File: config.mk
export PLATFORM = sky130hd
export DESIGN_NAME = sfilt_seq
export DESIGN_NICKNAME = d
export VERILOG_FILES = /design/src/rtl/sfilt_pkg.sv /design/src/rtl/sfilt_dline.sv /design/src/rtl/sfilt_seq.sv
export SDC_FILE = /design/constraint.sdc
export NUM_CORES = 1
export LEC_CHECK = 0
export BUFFER_PORTS_ARGS = -buffer_cell sky130_fd_sc_hd__buf_2
export CORE_UTILIZATION = 45
export CTS_CLUSTER_DIAMETER = 30
export DETAILED_ROUTE_END_ITERATION = 8
export GPL_TIMING_DRIVEN = 1
export PLACE_DENSITY = 0.72
export SLEW_MARGIN = 30
export SYNTH_ARGS = -nofsm -noshare
export SYNTH_HDL_FRONTEND = slang
export SYNTH_SLANG_ARGS = --single-unit
File: constraint.sdc
create_clock -name clk -period 4.1 [get_ports clk]
set_clock_uncertainty 0.05 [all_clocks]
set_input_delay 0.82 -clock clk [delete_from_list [all_inputs] [get_ports clk]]
set_output_delay 0.82 -clock clk [all_outputs]
set_load 0.02 [all_outputs]
File: src/rtl/sfilt_pkg.sv
// Shared definitions for the serial filter and its command sequencer.
// Holds the sfilt command encoding, the sequencer state type and the
// operand width used on the q/h datapath.
package sfilt_pkg;

  localparam int DATA_W = 32;

  localparam logic [1:0] CMD_FIRST = 2'd0;
  localparam logic [1:0] CMD_MAC   = 2'd1;
  localparam logic [1:0] CMD_SHIFT = 2'd2;
  localparam logic [1:0] CMD_OUT   = 2'd3;

  typedef enum logic [1:0] {
    ST_IDLE  = 2'd0,
    ST_MAC   = 2'd1,
    ST_SHIFT = 2'd2,
    ST_EMIT  = 2'd3
  } state_t;

endpackage

File: src/rtl/sfilt_dline.sv
// Circular sample delay line for the sfilt command sequencer.
// Ports:
//   clk, rst  - clock and synchronous active-high reset (clears every slot
//               and both pointers)
//   we, din   - write strobe and sample; din lands in the next free slot
//   rd_off    - tap age (0 = newest sample)
//   rd_data   - combinational read of the sample rd_off positions older
//               than the newest one
module sfilt_dline
  import sfilt_pkg::*;
#(
  parameter int NTAPS = 8,
  parameter int AW    = $clog2(NTAPS)
) (
  input  logic                     clk,
  input  logic                     rst,
  input  logic                     we,
  input  logic signed [DATA_W-1:0] din,
  input  logic        [AW-1:0]     rd_off,
  output logic signed [DATA_W-1:0] rd_data
);

  localparam logic [AW:0]   NT   = (AW + 1)'(NTAPS);
  localparam logic [AW-1:0] LAST = AW'(NTAPS - 1);

  logic signed [DATA_W-1:0] mem [NTAPS];
  logic [AW-1:0] wr_ptr;
  logic [AW-1:0] newest;
  logic [AW:0]   sum;
  logic [AW:0]   idx;
  logic          unused_msb;

  always_ff @(posedge clk) begin
    if (rst) begin
      wr_ptr <= '0;
      newest <= '0;
      for (int i = 0; i < NTAPS; i++) mem[i] <= '0;
    end else if (we) begin
      mem[wr_ptr] <= din;
      newest      <= wr_ptr;
      wr_ptr      <= (wr_ptr == LAST) ? '0 : wr_ptr + AW'(1);
    end
  end

  // (newest - rd_off) mod NTAPS without a divider: bias by NTAPS so the
  // difference stays positive, then fold once. Works for any NTAPS, not
  // only powers of two, and never produces an index above NTAPS-1.
  always_comb begin
    sum = {1'b0, newest} + NT - {1'b0, rd_off};
    idx = (sum >= NT) ? (sum - NT) : sum;
  end

  assign rd_data    = mem[idx[AW-1:0]];
  assign unused_msb = idx[AW];

endmodule

File: src/rtl/sfilt_seq.sv
// Command sequencer feeding sfilt. Each accepted sample produces one burst:
// first-mult, NTAPS-1 mult-accumulates, shift/round, output/clear, issued on
// consecutive cycles with no bubbles.
// Ports:
//   clk, rst            - clock, synchronous active-high reset
//   pushin, x, shamt    - sample handshake, sample value, per-sample shift
//   ready               - high while idle (combinational from state)
//   cwe, caddr, cdata   - coefficient write port, honoured only while idle
//   pushout, cmd, q, h  - registered command stream to sfilt
module sfilt_seq
  import sfilt_pkg::*;
#(
  parameter int NTAPS = 8,
  parameter int AW    = $clog2(NTAPS)
) (
  input  logic                     clk,
  input  logic                     rst,
  input  logic                     pushin,
  input  logic signed [DATA_W-1:0] x,
  input  logic        [6:0]        shamt,
  output logic                     ready,
  input  logic                     cwe,
  input  logic        [AW-1:0]     caddr,
  input  logic signed [DATA_W-1:0] cdata,
  output logic                     pushout,
  output logic        [1:0]        cmd,
  output logic signed [DATA_W-1:0] q,
  output logic signed [DATA_W-1:0] h
);

  localparam logic [AW:0]   NT   = (AW + 1)'(NTAPS);
  localparam logic [AW-1:0] LAST = AW'(NTAPS - 1);

  state_t                   state;
  logic        [AW-1:0]     k;
  logic        [6:0]        shamt_r;
  logic signed [DATA_W-1:0] coef [NTAPS];
  logic signed [DATA_W-1:0] tap_q;
  logic signed [DATA_W-1:0] coef0;
  logic                     accept;
  logic                     cwr;

  assign ready  = (state == ST_IDLE);
  assign accept = ready && pushin;
  assign cwr    = ready && cwe && ({1'b0, caddr} < NT);

  // A coefficient write in the accept cycle must be seen by the cmd0 it
  // coincides with, so tap 0 is forwarded from the write port.
  assign coef0 = (cwr && (caddr == '0)) ? cdata : coef[0];

  sfilt_dline #(
    .NTAPS (NTAPS),
    .AW    (AW)
  ) u_dline (
    .clk     (clk),
    .rst     (rst),
    .we      (accept),
    .din     (x),
    .rd_off  (k),
    .rd_data (tap_q)
  );

  // Command register stage: everything sfilt sees is launched from here.
  always_ff @(posedge clk) begin
    if (rst) begin
      state   <= ST_IDLE;
      k       <= '0;
      shamt_r <= '0;
      pushout <= 1'b0;
      cmd     <= CMD_FIRST;
      q       <= '0;
      h       <= '0;
      for (int i = 0; i < NTAPS; i++) coef[i] <= '0;
    end else begin
      case (state)
        ST_IDLE: begin
          if (cwr) coef[caddr] <= cdata;
          if (pushin) begin
            // cmd0 takes the incoming sample directly; the delay line
            // write lands on this same edge.
            shamt_r <= shamt;
            pushout <= 1'b1;
            cmd     <= CMD_FIRST;
            q       <= x;
            h       <= coef0;
            k       <= AW'(1);
            state   <= ST_MAC;
          end else begin
            // cmd/q/h deliberately hold their last values between bursts.
            pushout <= 1'b0;
          end
        end
        ST_MAC: begin
          pushout <= 1'b1;
          cmd     <= CMD_MAC;
          q       <= tap_q;
          h       <= coef[k];
          if (k == LAST) state <= ST_SHIFT;
          else           k     <= k + AW'(1);
        end
        ST_SHIFT: begin
          pushout <= 1'b1;
          cmd     <= CMD_SHIFT;
          q       <= '0;
          h       <= $signed({25'b0, shamt_r});
          state   <= ST_EMIT;
        end
        default: begin
          pushout <= 1'b1;
          cmd     <= CMD_OUT;
          q       <= '0;
          h       <= '0;
          state   <= ST_IDLE;
        end
      endcase
    end
  end

endmodule

==> impl_metrics.py, run 1 <==
metrics = {
    "worst_setup_path": {
        "cp_max_fo": 24,
        "cp_slowest_cell": "fa_4",
        "endpoint_kind": "register",
        "worst-path-stages": 8,
        "cp_top_family": "adder cells",
        "worstPathArrival_ns": 3.72,
        "path_buf_inv": 2,
        "r2r-start": "k[0]",
        "crit_required_ns": 4.54,
        "cp-start-kind": "register",
        "crit_start": "k[0]",
        "slowest_delay_ns": 1.15,
        "worstPathCellList": "ha_2 > inv_1 > fa_4 > buf_12 > mux4_2 > mux2_2 > a21oi_1 > nor3_1",
        "crit_type": "register to register",
        "reg2reg_depth": 8,
    },
    "synthesis": {
        "synthTopCellsByCount": "512 x edfxtp_1, 226 x and2_1, 166 x nor3_1, 143 x clkbuf_1",
        "synthFlopType": "edfxtp_1",
        "ys_seq_area_frac": 0.641,
        "synth_area_leaders": "edfxtp_1 58%, mux4_2 11%, dfxtp_1 6.6%",
        "synth_fp_nets": 1960,
        "yosysTopAreaCellShare": 0.575,
        "synth_cell_types": 39,
        "yosysMostFrequentCell": "edfxtp_1",
        "synth.avg_cell_area_um2": 14.3,
        "synthArstFlopShare": 0,
        "synth_largest_area_cell": "edfxtp_1",
        "synth_cells": 1872,
        "synth_edf_count": 512,
        "netlist_area_um2": 26700,
        "ys_warn_count": 0,
        "ys_seq_elements": 600,
    },
    "timing": {
        "fmax_mhz": 305,
        "worst_pin_slew_ns": 0.981,
        "fin_crit_ns": 3.28,
        "final_max_slew_viol_count": 0,
        "max_slew_margin": 0.346,
        "setup_violations": 0,
        "layout_worst_path_cycle_share": 0.800,
        "fin_ws_ns": 0.820,
        "holdWs_ns": 0.402,
        "final_hold_viol_count": 0,
        "grt_setup_unrepaired": "false",
    },
    "die": {
        "ioPinCount": 146,
        "core_um2": 58200,
        "die_x_um": 246,
        "die_h_um": 246,
        "dieArea_um2": 60400,
        "rows": 88,
        "start_util": 0.459,
    },
    "min_path": {
        "worstHoldStart": "shamt[2]",
        "hold_depth": 3,
        "hold_class": "input pin to register",
    },
    "cts": {
        "cts_hold_buf": 0,
        "clockBufferDepth": 3,
        "htree_levels": 3,
        "clkTransAtPathRegs_ns": 0.05,
        "cts_resized": 0,
        "cts-root-buf": "clkbuf_16",
        "cts_sinks": 600,
        "cts_buffers": 113,
        "clk-insertion-delay-late_ns": 0.68,
        "postCtsSetupRepairBufs": 0,
        "cts_tree": "done",
    },
    "finish": {
        "drive_gt1_frac": 0.287,
        "syn2layout_area_growth_pct": 22.0,
        "fin_nets": 2116,
        "final_cells": 2894,
    },
    "drt": {
        "drcViolationCount": 0,
        "wl_mm": 72.8,
        "dr.pass1.iters": 5,
        "drtAntennaViolNets": 0,
        "drt_iter0_markers": 1643,
        "via_count": 17600,
        "detail_route.wl_per_cell_um": 25.2,
        "via_per_inst": 6.09,
    },
    "global_route": {
        "grt_max_degree": 81,
        "grt_overflow_total": 0,
        "grt_pass1_wl_mm": 110,
        "grtUsageTotal": 0.243,
        "grt_pass1_vias": 18600,
        "grt_antenna_before_repair": 8,
    },
    "place": {
        "place_ws_ns": 0.810,
        "gp_congestion": 0.822,
        "placedCellCount": 2678,
        "dp_hpwl_mm": 39.3,
        "io_buffers": 145,
    },
    "pwr": {
        "total_power_mw": 20.3,
        "p_leak_nw": 11.7,
        "peakVddDrop_mv": 0.430,
        "power_density_nw_per_um2": 622,
    },
    "run_status": {
        "outcome": "finished, final reports clean",
    },
    "job": {
        "drv_cap": 0,
    },
}
[layer usage]
| layer | track usage | part of all wire |
|---|---|---|
| met5 | 0 | 0.0011 |
| met1 | 0.301 | 0.37 |
| met4 | 0.111 | 0.037 |
| met2 | 0.408 | 0.50 |
| met3 | 0.0495 | 0.093 |
[flip-flops by register name, indices dropped and copies added, names as in the netlist, named ones only]
signal          flops
cmd                 2
shamt_r             7
pushout             1
q                  32
u_dline.newest      3
coef              256
u_dline.wr_ptr      3
state               2
k                   3
u_dline.mem       256
h                  32
[layout make-up]
| type | count | area [um2] |
|---|---|---|
| repair buffers | 216 | 1370 |
| multi-input cells | 1057 | 8920 |
| fillers | 4455 | 25600 |
| clock buffers | 134 | 2980 |
| diodes | 2 | 5.00 |
| flip-flops and latches | 600 | 17100 |
| clock inverters | 80 | 1080 |
| inverters | 40 | 150 |
| well taps | 765 | 957 |
[path summary, 6_finish.rpt]
check / to / slack, ns
setup / recovery: q[19] / 0.82
setup reg to reg: q[19] / 0.82
hold reg to reg: u_dline.newest[0] / 0.41
hold / removal: shamt_r[2] / 0.40
[placed cells by master (no fill, tap or decap), types with 3 or more instances in the layout]
cell	instances
edfxtp_1	512
and2_1	226
nor3_1	165
buf_2	145
nor4_1	128
mux4_2	128
clkbuf_16	114
dfxtp_1	84
a21oi_1	80
nand2_1	62
buf_4	62
mux2i_1	57
nor2_1	43
and3_1	39
clkinv_1	36
mux2_2	33
o221ai_1	32
clkinvlp_4	22
bufinv_16	18
clkbuf_1	15
inv_6	12
clkinv_2	10
clkinv_4	9
buf_12	9
ha_1	8
inv_1	7
o21ai_4	7
a221oi_1	7
clkbuf_8	5
o31ai_4	4
nor3b_2	4
or2_2	4
nor2b_1	3
clkinv_16	3
[tightest hold or removal path, cell delays in order]
cell	delay [ns]
buf_2	0.12
nand2_1	0.06
a21oi_1	0.06
[kinds of logic (layout without fill, tap and decap cells)]
| kind of cell | after synthesis | in the layout | share of synthesized area |
|---|---|---|---|
| simple gates | 691 | 691 | 0.144 |
| flops | 600 | 600 | 0.641 |
| mux | 218 | 218 | 0.143 |
| buf+inv | 215 | 470 | 0.0332 |
| compound gates | 137 | 137 | 0.0324 |
| fa+ha+maj | 10 | 10 | 0.00496 |
| xor+xnor | 1 | 1 | 0.000843 |
| other cells | 0 | 2 | 0 |
[stage by stage]
step / setup TNS, ns / instance area, um2 / util
global placement: 0 / 28500 / 0.490
detailed placement: 0 / 28500 / 0.490
floorplan: -31.93 / 26700 / -
CTS: 0 / 32600 / 0.560
finish: 0 / 32600 / 0.560
global route: 0 / 32600 / 0.560
[report_power, final]
| group | switching (mW) | internal, mW | total (mW) |
|---|---|---|---|
| Clock | 3.32 | 6.38 | 9.70 |
| Combinational | 1.89 | 1.38 | 3.27 |
| Sequential | 0.273 | 7.06 | 7.33 |
(Power assumes the default switching activity.)
==> run 2: changes to the inputs <==
--- a/config.mk
+++ b/config.mk
@@ -5,12 +5,13 @@
 export SDC_FILE = /design/constraint.sdc
 export NUM_CORES = 1
 export LEC_CHECK = 0
+export ABC_AREA = 1
 export BUFFER_PORTS_ARGS = -buffer_cell sky130_fd_sc_hd__buf_2
 export CORE_UTILIZATION = 45
 export CTS_CLUSTER_DIAMETER = 30
 export DETAILED_ROUTE_END_ITERATION = 8
 export GPL_TIMING_DRIVEN = 1
-export PLACE_DENSITY = 0.72
+export PLACE_DENSITY = 0.7
 export SLEW_MARGIN = 30
 export SYNTH_ARGS = -nofsm -noshare
 export SYNTH_HDL_FRONTEND = slang
==> constraint.sdc (replaced) <==
create_clock -name clk -period 3.3 [get_ports clk]
set_clock_uncertainty 0.05 [all_clocks]
set_input_delay 0.66 -clock clk [delete_from_list [all_inputs] [get_ports clk]]
set_output_delay 0.66 -clock clk [all_outputs]
set_load 0.02 [all_outputs]
==> run 2 against run 1 <==
Synthesized cell count grew 63%; synthesized area grew 2.3%; first-iteration DRC count grew 17%; register-to-register slack gained 0.14 ns; count of clock-buffer cells in the layout grew 7; cell count grew 41%; core utilization shrank 0.45 points; setup slack lost 0.38 ns.
==> impl_metrics.py, run 2 <==
metrics = {
    "timing": {
        "fin_setup_tns_ns": 0,
        "max_slew_margin": 0.331,
        "fin_crit_ns": 2.86,
        "holdWs_ns": 0.213,
        "layout_worst_path_cycle_share": 0.867,
        "setup_violations": 0,
        "final_max_slew_viol_count": 0,
        "worst_pin_slew_ns": 1.00,
        "grt_setup_unrepaired": "false",
        "fmax_mhz": 349,
        "final_hold_viol_count": 0,
        "fin_ws_ns": 0.438,
    },
    "drt": {
        "wl_mm": 76.6,
        "dr.pass1.iters": 6,
        "via_per_inst": 5.33,
        "drtAntennaViolNets": 0,
        "drt_iter0_markers": 1921,
        "drcViolationCount": 0,
        "via_count": 21800,
        "detail_route.wl_per_cell_um": 18.7,
    },
    "synthesis": {
        "yosysMostFrequentCell": "nand2_1",
        "synth_cells": 3051,
        "synth_xor_area_frac": 0.00119,
        "ys_warn_count": 0,
        "synth-simple-area-share": 0.262,
        "synthAdderAreaFrac": 0.00485,
        "synth_compound_area_frac": 0.0439,
        "synth_cell_types": 33,
        "synth.avg_cell_area_um2": 8.96,
        "ys_seq_elements": 600,
        "synthTopCellsByCount": "855 x nand2_1, 638 x nor2_1, 512 x edfxtp_1, 288 x nand3_1, 197 x inv_1",
        "synthArstFlopShare": 0,
        "yosysTopAreaCellShare": 0.562,
        "netlist_area_um2": 27300,
        "ys_seq_area_frac": 0.627,
        "synthFlopType": "edfxtp_1",
        "synth_largest_area_cell": "edfxtp_1",
        "synth_area_leaders": "edfxtp_1 56%, nand2_1 12%, nor2_1 8.8%",
        "synth_fp_nets": 3139,
        "synth_top_family_by_area": "simple AND/OR/NAND/NOR gates",
        "synth_edf_count": 512,
        "synth_mux_area_frac": 0,
    },
    "cts": {
        "cts_buffers": 121,
        "htree_levels": 3,
        "clockBufferDepth": 3,
        "cts_hold_buf": 0,
        "clkTransAtPathRegs_ns": 0.05,
        "cts_tree": "done",
        "clk-insertion-delay-late_ns": 0.70,
        "postCtsSetupRepairBufs": 0,
        "cts_resized": 0,
        "cts-root-buf": "clkbuf_16",
        "cts_sinks": 600,
    },
    "finish": {
        "final_common_cell": "nand2_1",
        "fin_util": 0.555,
        "fin_area_um2": 33000,
        "syn2layout_area_growth_pct": 20.8,
        "fin_nets": 3298,
        "final_cell_mix": "854 x nand2_1, 638 x nor2_1, 512 x edfxtp_1",
        "drive_gt1_frac": 0.136,
        "final_cells": 4090,
        "fillers": 5146,
        "top_regs": "coef x256, u_dline.mem x256",
    },
    "die": {
        "ioPinCount": 146,
        "dieArea_um2": 61700,
        "core_um2": 59500,
        "die_x_um": 248,
        "start_util": 0.460,
        "die_h_um": 248,
        "rows": 89,
    },
    "global_route": {
        "grtUsageTotal": 0.249,
        "grt_pass1_vias": 21300,
        "grt_pass1_wl_mm": 120,
        "grt_overflow_total": 0,
        "grt_antenna_before_repair": 1,
        "grt_max_degree": 129,
    },
    "place": {
        "placedCellCount": 3860,
        "placed_area_um2": 28900,
        "gp_congestion": 0.816,
        "dp_hpwl_mm": 42.8,
        "place_ws_ns": 0.836,
        "io_buffers": 145,
    },
    "worst_setup_path": {
        "crit_required_ns": 2.59,
        "cp_max_fo": 42,
        "cp-start-kind": "register",
        "crit_type": "register to output port",
        "worstPathArrival_ns": 2.15,
        "endpoint_kind": "output port",
    },
    "job": {
        "drv_cap": 0,
    },
    "pwr": {
        "total_power_mw": 30.6,
        "p_leak_nw": 14.2,
        "peakVddDrop_mv": 1.25,
        "power_density_nw_per_um2": 926,
    },
    "run_status": {
        "outcome": "finished, final reports clean",
    },
    "min_path": {
        "hold_class": "input pin to register",
    },
}
run 2: cells by family (layout without fill, tap and decap cells):
group,after synthesis,count (layout)
XOR/XNOR,2,2
adder cells (fa/ha/maj),10,10
AND/OR/NAND/NOR,1798,1798
other,0,1
flip-flops,600,600
buffers and inverters,403,668
AO/OA/AOI/OAI,238,238
run 2: worst paths after layout:
kind | from | to | slack (ns) | depth (start not counted)
max reg2reg | k[0] | q[22] | 0.96 | 8
max | state[1] | ready | 0.44 | 4
min | shamt[5] | shamt_r[5] | 0.21 | 3
min reg2reg | h[8] | h[8] | 0.41 | 2
run 2: per-layer routing:
layer,vias to the layer above,track usage,share of wire
met3,202,0.0453,0.085
li1,10300,-,-
met5,-,0,0
met2,998,0.419,0.49
met4,0,0.111,0.035
met1,10300,0.314,0.39
run 2: power breakdown:
group          internal [mW]  switching (mW)
Sequential              9.03           0.349
Clock                   7.98            4.14
Combinational           2.61            6.49
run 2: critical path, cell delays in order (launching register included):
cell and delay, ns:
dfxtp_1 0.32, inv_1 0.11, ha_2 0.22, buf_4 0.50, buf_2 0.31
run 2: cell type report:
cell class | count | area, um2 | area share
Antenna cell | 1 | 2.50 | 0.0000758
Clock buffer | 141 | 3130 | 0.0949
Clock inverter | 88 | 1010 | 0.0306
Inverter | 212 | 800 | 0.0242
Multi-Input combinational cell | 2048 | 8570 | 0.259
Sequential cell | 600 | 17100 | 0.519
Tap cell | 773 | 967 | 0.0293
Timing Repair Buffer | 227 | 1400 | 0.0425
==> run 3: changes to the inputs <==
--- a/config.mk
+++ b/config.mk
@@ -5,13 +5,13 @@
 export SDC_FILE = /design/constraint.sdc
 export NUM_CORES = 1
 export LEC_CHECK = 0
-export ABC_AREA = 1
 export BUFFER_PORTS_ARGS = -buffer_cell sky130_fd_sc_hd__buf_2
 export CORE_UTILIZATION = 45
 export CTS_CLUSTER_DIAMETER = 30
 export DETAILED_ROUTE_END_ITERATION = 8
 export GPL_TIMING_DRIVEN = 1
 export PLACE_DENSITY = 0.7
+export REMOVE_ABC_BUFFERS = 1
 export SLEW_MARGIN = 30
 export SYNTH_ARGS = -nofsm -noshare
 export SYNTH_HDL_FRONTEND = slang
==> constraint.sdc (replaced) <==
create_clock -name clk -period 3.6 [get_ports clk]
set_clock_uncertainty 0.05 [all_clocks]
set_input_delay 0.72 -clock clk [delete_from_list [all_inputs] [get_ports clk]]
set_output_delay 0.72 -clock clk [all_outputs]
set_load 0.02 [all_outputs]
==> run 3 against run 2 <==
Via count shrank 19%; sequential share of layout area grew 0.29 points; wire length shrank 5.6%; critical path type is now register to register; highest routed layer is now met5.
==> impl_metrics.py, run 3 (same netlist as run 1, synthesis figures left out) <==
metrics = {
    "timing": {
        "grt_setup_unrepaired": "false",
        "holdWs_ns": 0.289,
        "final_hold_viol_count": 0,
        "worst_pin_slew_ns": 0.955,
        "layout_worst_path_cycle_share": 0.900,
        "fmax_mhz": 309,
        "final_max_slew_viol_count": 0,
        "max_slew_margin": 0.363,
        "fin_ws_ns": 0.362,
        "setup_violations": 0,
        "fin_crit_ns": 3.24,
    },
    "die": {
        "dieArea_um2": 60400,
        "core_um2": 58200,
        "start_util": 0.459,
        "ioPinCount": 146,
        "rows": 88,
        "die_x_um": 246,
        "die_h_um": 246,
    },
    "pwr": {
        "p_seq_frac": 0.356,
        "power_density_nw_per_um2": 712,
        "clockPowerShare": 0.483,
        "p_comb_frac": 0.161,
        "switchingPower_mw": 6.27,
        "p_leak_nw": 11.8,
        "p_int_mw": 17.1,
        "switching_share": 0.268,
        "total_power_mw": 23.4,
        "peakVddDrop_mv": 0.564,
    },
    "drt": {
        "dr.pass1.iters": 5,
        "via_per_inst": 6.05,
        "drt_iter0_markers": 1682,
        "via_count": 17600,
        "detail_route.wl_per_cell_um": 24.9,
        "drtAntennaViolNets": 0,
        "wl_mm": 72.4,
        "drcViolationCount": 0,
    },
    "worst_setup_path": {
        "cp-start-kind": "register",
        "crit_required_ns": 4.04,
        "worstPathArrival_ns": 3.68,
        "crit_type": "register to register",
        "reg2reg_depth": 8,
        "rrSetupSlack_ns": 0.36,
        "r2r-start": "k[0]",
        "cp_max_fo": 14,
        "endpoint_kind": "register",
        "regToRegEndpoint": "q[23]",
    },
    "min_path": {
        "worstHoldStart": "shamt[3]",
        "hold_class": "input pin to register",
        "hold_end": "shamt_r[3]",
        "hold_depth": 3,
    },
    "cts": {
        "cts_resized": 0,
        "clk-insertion-delay-late_ns": 0.67,
        "cts_tree": "done",
        "clockBufferDepth": 3,
        "cts_sinks": 600,
        "cts_buffers": 117,
        "clkTransAtPathRegs_ns": 0.05,
        "cts_hold_buf": 0,
        "htree_levels": 3,
        "postCtsSetupRepairBufs": 0,
        "cts-root-buf": "clkbuf_16",
    },
    "place": {
        "dp_hpwl_mm": 39.5,
        "place_ws_ns": 0.429,
        "io_buffers": 145,
        "gp_congestion": 0.789,
    },
    "global_route": {
        "grt_antenna_before_repair": 10,
        "grt_max_degree": 99,
        "grt_pass1_wl_mm": 109,
        "grtUsageTotal": 0.242,
        "grt_overflow_total": 0,
        "grt_pass1_vias": 18300,
    },
    "finish": {
        "drive_gt1_frac": 0.291,
        "syn2layout_area_growth_pct": 22.9,
        "fin_nets": 2119,
        "final_common_cell": "edfxtp_1",
        "final_cell_mix": "512 x edfxtp_1, 226 x and2_1, 165 x nor3_1",
        "fillers": 4455,
        "top_regs": "coef x256, u_dline.mem x256",
    },
    "run_status": {
        "outcome": "finished, final reports clean",
    },
    "job": {
        "drv_cap": 0,
    },
}
## run 3: worst max path at each step
stage | startpoint | endpoint | slack (ns) | depth (start not counted)
floorplan | u_dline.wr_ptr[2] | u_dline.mem[5][0] | -5.15 | 2
global placement | k[0] | q[9] | 0.46 | 8
detailed placement | k[0] | q[19] | 0.43 | 8
CTS | k[0] | q[23] | 0.33 | 8
global route | k[0] | q[0] | 0.16 | 8
finish | k[0] | q[23] | 0.36 | 8
## run 3: layout make-up
| type | instances | area, um2 | share of cell area |
|---|---|---|---|
| multi-input combinational | 1057 | 8930 | 0.272 |
| inverter | 40 | 150 | 0.00457 |
| sequential | 600 | 17100 | 0.522 |
| clock buffer | 139 | 3130 | 0.0954 |
| clock inverter | 83 | 1070 | 0.0326 |
| tap | 765 | 957 | 0.0291 |
| antenna | 7 | 17.5 | 0.000533 |
| timing repair buffer | 215 | 1450 | 0.0442 |
## run 3: power by group through the flow
stage / clock, mW / sequential, mW / combinational, mW
final: 11.3 / 8.32 / 3.77
after global routing: 11.7 / 8.37 / 4.02
after CTS: 11.4 / 8.33 / 3.78
after detailed placement: 0 / 8.45 / 3.76
after global placement: 0 / 8.43 / 3.68
after floorplan: 0 / 8.60 / 2.31
## run 3: metal layers
metal,track usage,vias to the layer above,wire length (um)
met5,0,-,46
met4,0.119,6,2840
met3,0.0483,202,6500
met2,0.392,887,35200
met1,0.310,8875,27700
li1,-,7610,-
## run 3: worst max-delay path, stage by stage, from the launching register on
cell	delay, ns
dfxtp_1	0.40
ha_2	0.20
inv_1	0.04
fa_4	1.00
buf_4	0.34
mux4_2	0.53
mux2_2	0.27
a21oi_1	0.17
nor3_1	0.06
## run 3: metrics by stage
| stage | util | std cells | cell area (um2) | setup TNS (ns) |
|---|---|---|---|---|
| 3_3_place_gp | 0.492 | 2677 | 28600 | 0 |
| 4_1_cts | 0.564 | 2899 | 32800 | 0 |
| 5_1_grt | 0.564 | 2906 | 32900 | 0 |
| 6_report | 0.564 | 2906 | 32900 | 0 |
| 2_1_floorplan | - | 1697 | 26000 | -1428.65 |
| 3_5_place_dp | 0.492 | 2677 | 28600 | 0 |
